**src/rtl/ctrl_pipe_if.sv**
```systemverilog
// ctrl_pipe_if: handshake bundle between the decoder/hazard unit (master)
// and the control-bundle pipeline (slave). Widths must match the
// CTRL_W / ALUOP_W parameters of the ctrl_pipe instance it connects to.
interface ctrl_pipe_if #(
    parameter int CTRL_W  = 14,
    parameter int ALUOP_W = 8
);
    // Decode-stage inputs
    logic [CTRL_W-1:0]  ctrlD;
    logic [ALUOP_W-1:0] alucontrolD;
    logic               divD;
    logic               validD;

    // Per-stage hold / clear from the hazard unit
    logic stallE, stallM, stallW;
    logic flushE, flushM, flushW;

    // Stage outputs
    logic [CTRL_W-1:0]  ctrlE, ctrlM, ctrlW;
    logic [ALUOP_W-1:0] alucontrolE;
    logic               validE, validM, validW;
    logic               divE;

    // Divide sequencer status
    logic               div_stall;
    logic               div_done;
    logic [31:0]        div_stall_cnt;

    modport master (
        output ctrlD, alucontrolD, divD, validD,
        output stallE, stallM, stallW, flushE, flushM, flushW,
        input  ctrlE, ctrlM, ctrlW, alucontrolE,
        input  validE, validM, validW, divE,
        input  div_stall, div_done, div_stall_cnt
    );

    modport slave (
        input  ctrlD, alucontrolD, divD, validD,
        input  stallE, stallM, stallW, flushE, flushM, flushW,
        output ctrlE, ctrlM, ctrlW, alucontrolE,
        output validE, validM, validW, divE,
        output div_stall, div_done, div_stall_cnt
    );
endinterface

```
**src/rtl/ctrl_pipe.sv**
```systemverilog
// ctrl_pipe: carries the decoded control word and ALU code from Decode
// through the Execute, Memory and Writeback stage registers, and sequences
// multi-cycle DIV/DIVU in Execute by raising div_stall for DIV_CYCLES cycles.
// Optional build macro CTRL_PIPE_PERF_EN enables the saturating
// div_stall_cnt performance counter; without it the port reads zero.
module ctrl_pipe #(
    parameter int CTRL_W     = 14,
    parameter int ALUOP_W    = 8,
    parameter int DIV_CYCLES = 32
) (
    input logic        clk,
    input logic        rst,
    ctrl_pipe_if.slave bus
);

    typedef enum logic [1:0] {
        IDLE = 2'd0,
        BUSY = 2'd1,
        DONE = 2'd2
    } divState_e;

    // The detect cycle accounts for one stall cycle, so BUSY counts down from DIV_CYCLES-2 to 0.
    localparam logic [7:0] CNT_LOAD = 8'(DIV_CYCLES - 2);

    logic [CTRL_W-1:0]  eCtrl, mCtrl, wCtrl;
    logic [ALUOP_W-1:0] eAlu;
    logic               eValid, mValid, wValid;
    logic               eDiv;

    divState_e          state, nextState;
    logic [7:0]         cnt, cntNext;
    logic               divStall;
    logic               divDone;
    logic               divStart;

    // Execute stage register: flush clears, stall holds, otherwise load from Decode.
    always_ff @(posedge clk or posedge rst) begin
        if (rst) begin
            eCtrl  <= '0;
            eAlu   <= '0;
            eValid <= 1'b0;
            eDiv   <= 1'b0;
        end else if (bus.flushE) begin
            eCtrl  <= '0;
            eAlu   <= '0;
            eValid <= 1'b0;
            eDiv   <= 1'b0;
        end else if (!bus.stallE) begin
            eCtrl  <= bus.ctrlD;
            eAlu   <= bus.alucontrolD;
            eValid <= bus.validD;
            eDiv   <= bus.divD;
        end
    end

    // Memory stage register: flush clears, stall holds, otherwise load from Execute.
    always_ff @(posedge clk or posedge rst) begin
        if (rst) begin
            mCtrl  <= '0;
            mValid <= 1'b0;
        end else if (bus.flushM) begin
            mCtrl  <= '0;
            mValid <= 1'b0;
        end else if (!bus.stallM) begin
            mCtrl  <= eCtrl;
            mValid <= eValid;
        end
    end

    // Writeback stage register: flush clears, stall holds, otherwise load from Memory.
    always_ff @(posedge clk or posedge rst) begin
        if (rst) begin
            wCtrl  <= '0;
            wValid <= 1'b0;
        end else if (bus.flushW) begin
            wCtrl  <= '0;
            wValid <= 1'b0;
        end else if (!bus.stallW) begin
            wCtrl  <= mCtrl;
            wValid <= mValid;
        end
    end

    // A flushed divide in Execute must not start the sequencer.
    assign divStart = eValid & eDiv & ~bus.flushE;

    // Divide sequencer state and down-counter.
    always_ff @(posedge clk or posedge rst) begin
        if (rst) begin
            state <= IDLE;
            cnt   <= '0;
        end else begin
            state <= nextState;
            cnt   <= cntNext;
        end
    end

    // Divide sequencer next state and stall/done outputs.
    always_comb begin
        nextState = state;
        cntNext   = cnt;
        divStall  = 1'b0;
        divDone   = 1'b0;
        unique case (state)
            IDLE: begin
                if (divStart) begin
                    divStall  = 1'b1;
                    nextState = BUSY;
                    cntNext   = CNT_LOAD;
                end
            end
            BUSY: begin
                if (bus.flushE) begin
                    // Abort: the divide left Execute, release the pipeline now.
                    nextState = IDLE;
                end else begin
                    divStall = 1'b1;
                    if (cnt == 8'd0) begin
                        nextState = DONE;
                    end else begin
                        cntNext = cnt - 8'd1;
                    end
                end
            end
            DONE: begin
                divDone = 1'b1;
                // Stay here while Execute is held so the same divide is not restarted.
                if (bus.flushE || !bus.stallE) begin
                    nextState = IDLE;
                end
            end
            default: begin
                nextState = IDLE;
            end
        endcase
    end

`ifdef CTRL_PIPE_PERF_EN
    logic [31:0] perfCnt;

    function automatic logic [31:0] satInc(input logic [31:0] v);
        return (v == 32'hFFFF_FFFF) ? v : v + 32'd1;
    endfunction

    // Count every edge on which the pipeline is held by a divide, saturating at all-ones.
    always_ff @(posedge clk or posedge rst) begin
        if (rst) begin
            perfCnt <= '0;
        end else if (divStall) begin
            perfCnt <= satInc(perfCnt);
        end
    end

    assign bus.div_stall_cnt = perfCnt;
`else
    assign bus.div_stall_cnt = 32'h0;
`endif

    assign bus.ctrlE       = eCtrl;
    assign bus.ctrlM       = mCtrl;
    assign bus.ctrlW       = wCtrl;
    assign bus.alucontrolE = eAlu;
    assign bus.validE      = eValid;
    assign bus.validM      = mValid;
    assign bus.validW      = wValid;
    assign bus.divE        = eDiv;
    assign bus.div_stall   = divStall;
    assign bus.div_done    = divDone;

endmodule

```
**src/flat_wrapper.sv**
```systemverilog
// flat-port wrapper written by rule: the top's interface ports become plain ports
module ctrl_pipe_flat 
#(
    parameter int CTRL_W     = 14,
    parameter int ALUOP_W    = 8,
    parameter int DIV_CYCLES = 32
)
  (clk, rst, bus_ctrlD, bus_alucontrolD, bus_divD, bus_validD, bus_stallE, bus_stallM, bus_stallW, bus_flushE, bus_flushM, bus_flushW, bus_ctrlE, bus_ctrlM, bus_ctrlW, bus_alucontrolE, bus_validE, bus_validM, bus_validW, bus_divE, bus_div_stall, bus_div_done, bus_div_stall_cnt);
  ctrl_pipe_if #(.CTRL_W(CTRL_W), .ALUOP_W(ALUOP_W)) bus_i ();
  input logic clk;
  input logic rst;
  input wire logic [$bits(bus_i.ctrlD)-1:0] bus_ctrlD;
  input wire logic [$bits(bus_i.alucontrolD)-1:0] bus_alucontrolD;
  input wire logic [$bits(bus_i.divD)-1:0] bus_divD;
  input wire logic [$bits(bus_i.validD)-1:0] bus_validD;
  input wire logic [$bits(bus_i.stallE)-1:0] bus_stallE;
  input wire logic [$bits(bus_i.stallM)-1:0] bus_stallM;
  input wire logic [$bits(bus_i.stallW)-1:0] bus_stallW;
  input wire logic [$bits(bus_i.flushE)-1:0] bus_flushE;
  input wire logic [$bits(bus_i.flushM)-1:0] bus_flushM;
  input wire logic [$bits(bus_i.flushW)-1:0] bus_flushW;
  output wire logic [$bits(bus_i.ctrlE)-1:0] bus_ctrlE;
  output wire logic [$bits(bus_i.ctrlM)-1:0] bus_ctrlM;
  output wire logic [$bits(bus_i.ctrlW)-1:0] bus_ctrlW;
  output wire logic [$bits(bus_i.alucontrolE)-1:0] bus_alucontrolE;
  output wire logic [$bits(bus_i.validE)-1:0] bus_validE;
  output wire logic [$bits(bus_i.validM)-1:0] bus_validM;
  output wire logic [$bits(bus_i.validW)-1:0] bus_validW;
  output wire logic [$bits(bus_i.divE)-1:0] bus_divE;
  output wire logic [$bits(bus_i.div_stall)-1:0] bus_div_stall;
  output wire logic [$bits(bus_i.div_done)-1:0] bus_div_done;
  output wire logic [$bits(bus_i.div_stall_cnt)-1:0] bus_div_stall_cnt;
  assign bus_i.ctrlD = bus_ctrlD;
  assign bus_i.alucontrolD = bus_alucontrolD;
  assign bus_i.divD = bus_divD;
  assign bus_i.validD = bus_validD;
  assign bus_i.stallE = bus_stallE;
  assign bus_i.stallM = bus_stallM;
  assign bus_i.stallW = bus_stallW;
  assign bus_i.flushE = bus_flushE;
  assign bus_i.flushM = bus_flushM;
  assign bus_i.flushW = bus_flushW;
  assign bus_ctrlE = bus_i.ctrlE;
  assign bus_ctrlM = bus_i.ctrlM;
  assign bus_ctrlW = bus_i.ctrlW;
  assign bus_alucontrolE = bus_i.alucontrolE;
  assign bus_validE = bus_i.validE;
  assign bus_validM = bus_i.validM;
  assign bus_validW = bus_i.validW;
  assign bus_divE = bus_i.divE;
  assign bus_div_stall = bus_i.div_stall;
  assign bus_div_done = bus_i.div_done;
  assign bus_div_stall_cnt = bus_i.div_stall_cnt;
  ctrl_pipe #(.CTRL_W(CTRL_W), .ALUOP_W(ALUOP_W), .DIV_CYCLES(DIV_CYCLES)) u_core (.clk(clk), .rst(rst), .bus(bus_i));
endmodule
```
**config.mk**
```make
export PLATFORM = sky130hd
export DESIGN_NAME = ctrl_pipe_flat
export DESIGN_NICKNAME = d
export VERILOG_FILES = /design/src/rtl/ctrl_pipe_if.sv /design/src/rtl/ctrl_pipe.sv /design/src/flat_wrapper.sv
export SDC_FILE = /design/constraint.sdc
export NUM_CORES = 1
export LEC_CHECK = 0
export BUFFER_PORTS_ARGS = -buffer_cell sky130_fd_sc_hd__buf_2
export CAP_MARGIN = 25
export CORE_MARGIN = 2
export CORE_UTILIZATION = 48
export DETAILED_ROUTE_END_ITERATION = 10
export GPL_TIMING_DRIVEN = 0
export PLACE_DENSITY_LB_ADDON = 0.25
export SYNTH_ARGS = -nofsm -noshare
export SYNTH_HDL_FRONTEND = slang
export SYNTH_SLANG_ARGS = --single-unit
```
**constraint.sdc**
```tcl
create_clock -name clk -period 2.2 [get_ports clk]
set_input_delay 0.11 -clock clk [delete_from_list [all_inputs] [get_ports clk]]
set_output_delay 0.11 -clock clk [all_outputs]
set_load 0.1 [all_outputs]
```
After elaboration in Yosys (flattened, before gate mapping)
Cells that the tools add are included.

Output and inout port bits: 88. Register bits: 64.

Mux-type cells: 29. $add $sub $neg: 1. Reductions and logical operators: 7. Bitwise operators: 3. Eq/ne operators: 10.

Operator list (count): 14-bit two-way mux (6); 8-bit two-way mux (5); 8-bit case mux with 2 select lines (1); 1-bit two-way mux (11); 2-bit by 1-bit inequality test with 1-bit output, second input constant (5); 8-bit logical NOT (1); 2-bit two-way mux (4); 8-bit by 1-bit subtractor with 8-bit output, second input constant (1); 2-bit case mux with 3 select lines (1); 2-bit inequality test, second input constant (2); 4-bit AND reduction (1); 3-bit by 2-bit inequality test with 1-bit output, second input constant (1); 3-bit AND reduction (1); 1-bit AND (2); 2-bit by 1-bit equality test with 1-bit output, second input constant (1); 2-bit equality test, second input constant (1); 2-bit logical NOT (1); 1-bit case mux with 2 select lines (1); 2-bit nonzero test (1); 1-bit logical NOT (1); 1-bit logical OR (1); 1-bit NOT (1).

Logic depth before layout (Yosys ltp)
Word-level depth: 4. Gate-level depth with buffers: 5. Depth with buffers taken out: 5.

Worst setup path before layout
Ideal clock, no wire load.

Kind: reg2out. From: register u_core.eDiv, in the netlist u_core.bus.divE. To: output bus_div_stall. Slack: -206 ps. Required time: 2090 ps. Arrival: 2296 ps. Cell stages (with the launch flop): 4. Cells stage by stage: dfrtp_1 -> nor4b_1 -> nand2_1 -> nand2_1.

Word-level cells in the longest chain between the ends: 4.

Ends and longest elaborated chain: from (decl) (RTL line ctrl_pipe.sv:28) `logic eDiv;`; from (signal assigned) (RTL line ctrl_pipe.sv:52) `eDiv <= bus.divD;`; 1-bit AND (2 in a row) (RTL line ctrl_pipe.sv:85) `assign divStart = eValid & eDiv & ~bus.flushE;`; 1-bit two-way mux (RTL line ctrl_pipe.sv:106) `if (divStart) begin`; 1-bit case mux with 2 select lines (RTL line ctrl_pipe.sv:104) `unique case (state)`; to (decl) (RTL line flat_wrapper.sv:30) `output wire logic [$bits(bus_i.div_stall)-1:0] bus_div_stall;`.

No other way between the ends.

Worst setup path after layout
From: register u_core.cnt[0]. To: register u_core.cnt[0].

Word-level cells in the longest chain between the ends: 4. Elaborated cells on any way between the ends: 7.

Ends and longest elaborated chain: from (decl) (RTL line ctrl_pipe.sv:31) `logic [7:0] cnt, cntNext;`; from (signal assigned) (RTL line ctrl_pipe.sv:94) `cnt <= cntNext;`; 8-bit by 1-bit subtractor with 8-bit output (RTL line ctrl_pipe.sv:121) `cntNext = cnt - 8'd1;`; 8-bit two-way mux (RTL line ctrl_pipe.sv:118) `if (cnt == 8'd0) begin`; 8-bit two-way mux (RTL line ctrl_pipe.sv:113) `if (bus.flushE) begin`; 8-bit case mux with 2 select lines (RTL line ctrl_pipe.sv:104).

Several ways; a longest one is shown, not always the timed one. The select of a mux whose other input is x is not followed. A chain may end at the register's enable or synchronous reset.

==> results.md <==
- Outcome: finished, final reports clean
- Worst hold path stage count: 3
- Number of synthesized flops with an enable pin: 0
- Primary FF master, synth: dfrtp_1
- Starting Density: around 50%
- Tmin final: 2030 ps
- Startpoint Class: flip-flop
- Synth area leader: dfrtp_1
- Vias in the first global route: about 2,200
- Most common cell in the synthesized netlist: dfrtp_1
- Initial DRC Count: 66
- Post-synthesis sequential area ratio: 53.4%
- IO buf count: 84
- DIE AREA: ~6900 um^2
- R2R depth: 5
- Final hold vios: 0
- DRC Markers: 0
- Relative slew slack: 47.1%
- Cell area after layout: 3910 um^2
- PwrDens: roughly 860 nW/um^2
- Io pins: 120
- Critical Path AT: 2290 ps
- # clock sinks: 64
- Mapped cell area: about 3000 um^2
- Inserted Diodes: 0
- Post-Route WL: around 6.4 mm
- Post-Layout Cell Count: just under 500
- Vias/cell: 4.73
- CTS Buf Count: 9
- Yosys warns: 0
- Post-synth top area share: roughly 53%
- Synth cell types: 31
- DP Area: approximately 3700 um^2
- Power, Total: 0.00337 W
- Post-DP HPWL: 4.78 mm
- Setup_tns: 0 ps
- Worst-path maximum fanout: 6
- Max clock buf depth: 2
- Leak pwr: 2.26 nW
- Crit path required time: 2450 ps
- Worst hold path type: in2reg
- Antenna violations before repair: 0
- FF-to-FF setup slack: around 170 ps
- Worst-skew pair later-pin latency: between 300 and 400 ps
- Gp weighted congestion: ~0.87
- Worst Setup Path Type: reg2reg
- Final Max Tran Viols: 0
- RR Startpoint: u_core.cnt[0]$_DFFE_PP0P_
- Synth top area cells: dfrtp_1, mux2i_1, buf_4
- Final critical-path share of the clock period: ~92%
- Worst setup EP type: flip-flop
- Post-DRT Antenna Nets: 0
- Clock-pin slew on the worst setup and hold paths: 70 ps
- Commonest cells post-synth: dfrtp_1, mux2i_1, nor2_1
- Die X: roughly 83 um
- NumNets Final: roughly 440
- Setup Fix Bufs, Post-CTS: 0
- Row cnt: 28
- Core region area: about 6000 um^2
- Fin Clk Skew: 6.41 ps
- Achievable Freq: 492 MHz
- Largest net degree at the start of global routing: 39
- Die Ht: around 83 um
- Overall Global Routing Usage: between 15 and 20%
- Global route total overflow: 0
- Ys async rst share: 100%
- Pre-antenna DRT Iters: 4
- Layout area overhead: 30.2%
- Mapped Cells: roughly 270
- CTS tree: built
- Hold Crit Start: bus_ctrlD[7]
- RSZ-0062 raised after global routing: no
- Max Cap Viol: 0
- Worst slew pin tran: between 700 and 800 ps
- Worst VDD drop: 0.494 mV
- Hold worst-path end: u_core.bus.ctrlE[7]$_DFFE_PP0P_
- Root Buffer: clkbuf_8
- Post-DR wirelength/cell: 13.2 um
- Worst r2r dst: u_core.cnt[0]$_DFFE_PP0P_
- Setup-failing EPs final: 0
- First-pass GRT wire length: roughly 11 mm
- H-tree levels: 3
- Share of layout cells above drive strength 1: 35.4%
- WHS: approximately 19 ps
- Vias: between 2,000 and 2,500
- Inst Count DP: around 460
- Syn_area_per_cell: 11.0 um^2
- Synthesized flop and latch total: 64
[sequential cells by signal, summed over array words and instances, names as in the netlist]
signal and flops:
u_core.bus.alucontrolE 8, u_core.bus.ctrlE 14, u_core.bus.ctrlM 14, u_core.bus.ctrlW 14
u_core.bus.divE 1, u_core.bus.validE 1, u_core.bus.validM 1, u_core.bus.validW 1
u_core.cnt 8, u_core.state 2
[final cells by class]
cell class                      count  area (um^2)
Fill cell                         494         2090
Sequential cell                    64         1600
Multi-Input combinational cell    188         1210
Timing Repair Buffer               88          473
Buffer                             46          298
Clock buffer                       10          128
Tap cell                           75         93.8
Clock inverter                      6         83.8
Inverter                            5         18.8
[critical path: stages, from the launching register on]
cell     delay [ps]
dfrtp_1         430
inv_1            80
ha_1            200
or3b_2          510
o21ai_0         490
mux2i_1         250
[stage by stage]
step,setup slack (ps),util [%]
after CTS,62.2,65.1
after detailed placement,188,61.0
after global routing,41.6,65.2
final,167,65.2
after global placement,-303,60.7
after floorplan,26.7,-
[layer usage]
layer | wire [um] | part of all wire [%] | vias to the layer above | global-route usage [%]
met4 | 87 | 1.4 | 0 | 7.15
li1 | - | - | 1116 | -
met5 | 0 | 0 | - | 0
met2 | 3150 | 50 | 77 | 32.6
met3 | 351 | 5.5 | 8 | 3.78
met1 | 2770 | 44 | 1077 | 24.7
[worst max-delay path by stage]
stage,slack (ps),end,start,cells after the start
final,170,u_core.cnt[0]$_DFFE_PP0P_,u_core.cnt[0]$_DFFE_PP0P_,5
after detailed placement,190,bus_div_stall,u_core.state[1]$_DFFE_PP0P_,5
after global routing,40,bus_div_stall,u_core.state[1]$_DFFE_PP0P_,5
after floorplan,30,bus_div_stall,u_core.bus.divE$_DFFE_PP0P_,3
after global placement,-300,u_core.bus.ctrlE[0]$_DFFE_PP0P_,rst,2
after CTS,60,bus_div_stall,u_core.state[1]$_DFFE_PP0P_,5
[cell usage in the layout, fill, tap and decap left out, types with 2 or more instances in the layout]
| cell type | synthesis | final |
|---|---|---|
| a21oi_1 | 6 | 6 |
| buf_1 | 2 | 2 |
| buf_2 | 4 | 87 |
| buf_4 | 32 | 32 |
| bufinv_16 | 0 | 2 |
| clkbuf_1 | 8 | 9 |
| clkbuf_8 | 0 | 9 |
| clkinv_2 | 0 | 3 |
| conb_1 | 1 | 32 |
| dfrtp_1 | 64 | 64 |
| dlygate4sd3_1 | 0 | 3 |
| inv_1 | 5 | 4 |
| mux2i_1 | 59 | 59 |
| nand2_1 | 5 | 4 |
| nor2_1 | 57 | 57 |
| nor3_1 | 2 | 2 |
| o211ai_1 | 2 | 2 |
| o21ai_0 | 5 | 5 |
| or3b_2 | 2 | 2 |
| or4_1 | 2 | 2 |
[kinds of logic (layout without fill, tap and decap cells)]
logic type	count (synthesis)	count (layout)	synth area share [%]
and+or+nand+nor	80	80	12.6
buffers and inverters	51	155	10.6
AOI/OAI and AO/OA	16	16	3.21
muxes	59	59	19.7
DFF	64	64	53.4
adders and majority gates	1	1	0.417
other	1	32	0.125
[what timing repair did]
item / in CTS / in global routing
gates resized for setup: 1 / 1
endpoints found under the setup margin: 1 / 1
endpoints found under the hold margin: 30 / 0
hold buffers: 3 / 0
[power breakdown]
| part | internal [W] | total (W) | switching [W] |
|---|---|---|---|
| combinational | 0.000217 | 0.000944 | 0.000727 |
| clock | 0.000634 | 0.00108 | 0.000447 |
| sequential | 0.00126 | 0.00134 | 0.0000850 |
(Power assumes the default switching activity.)
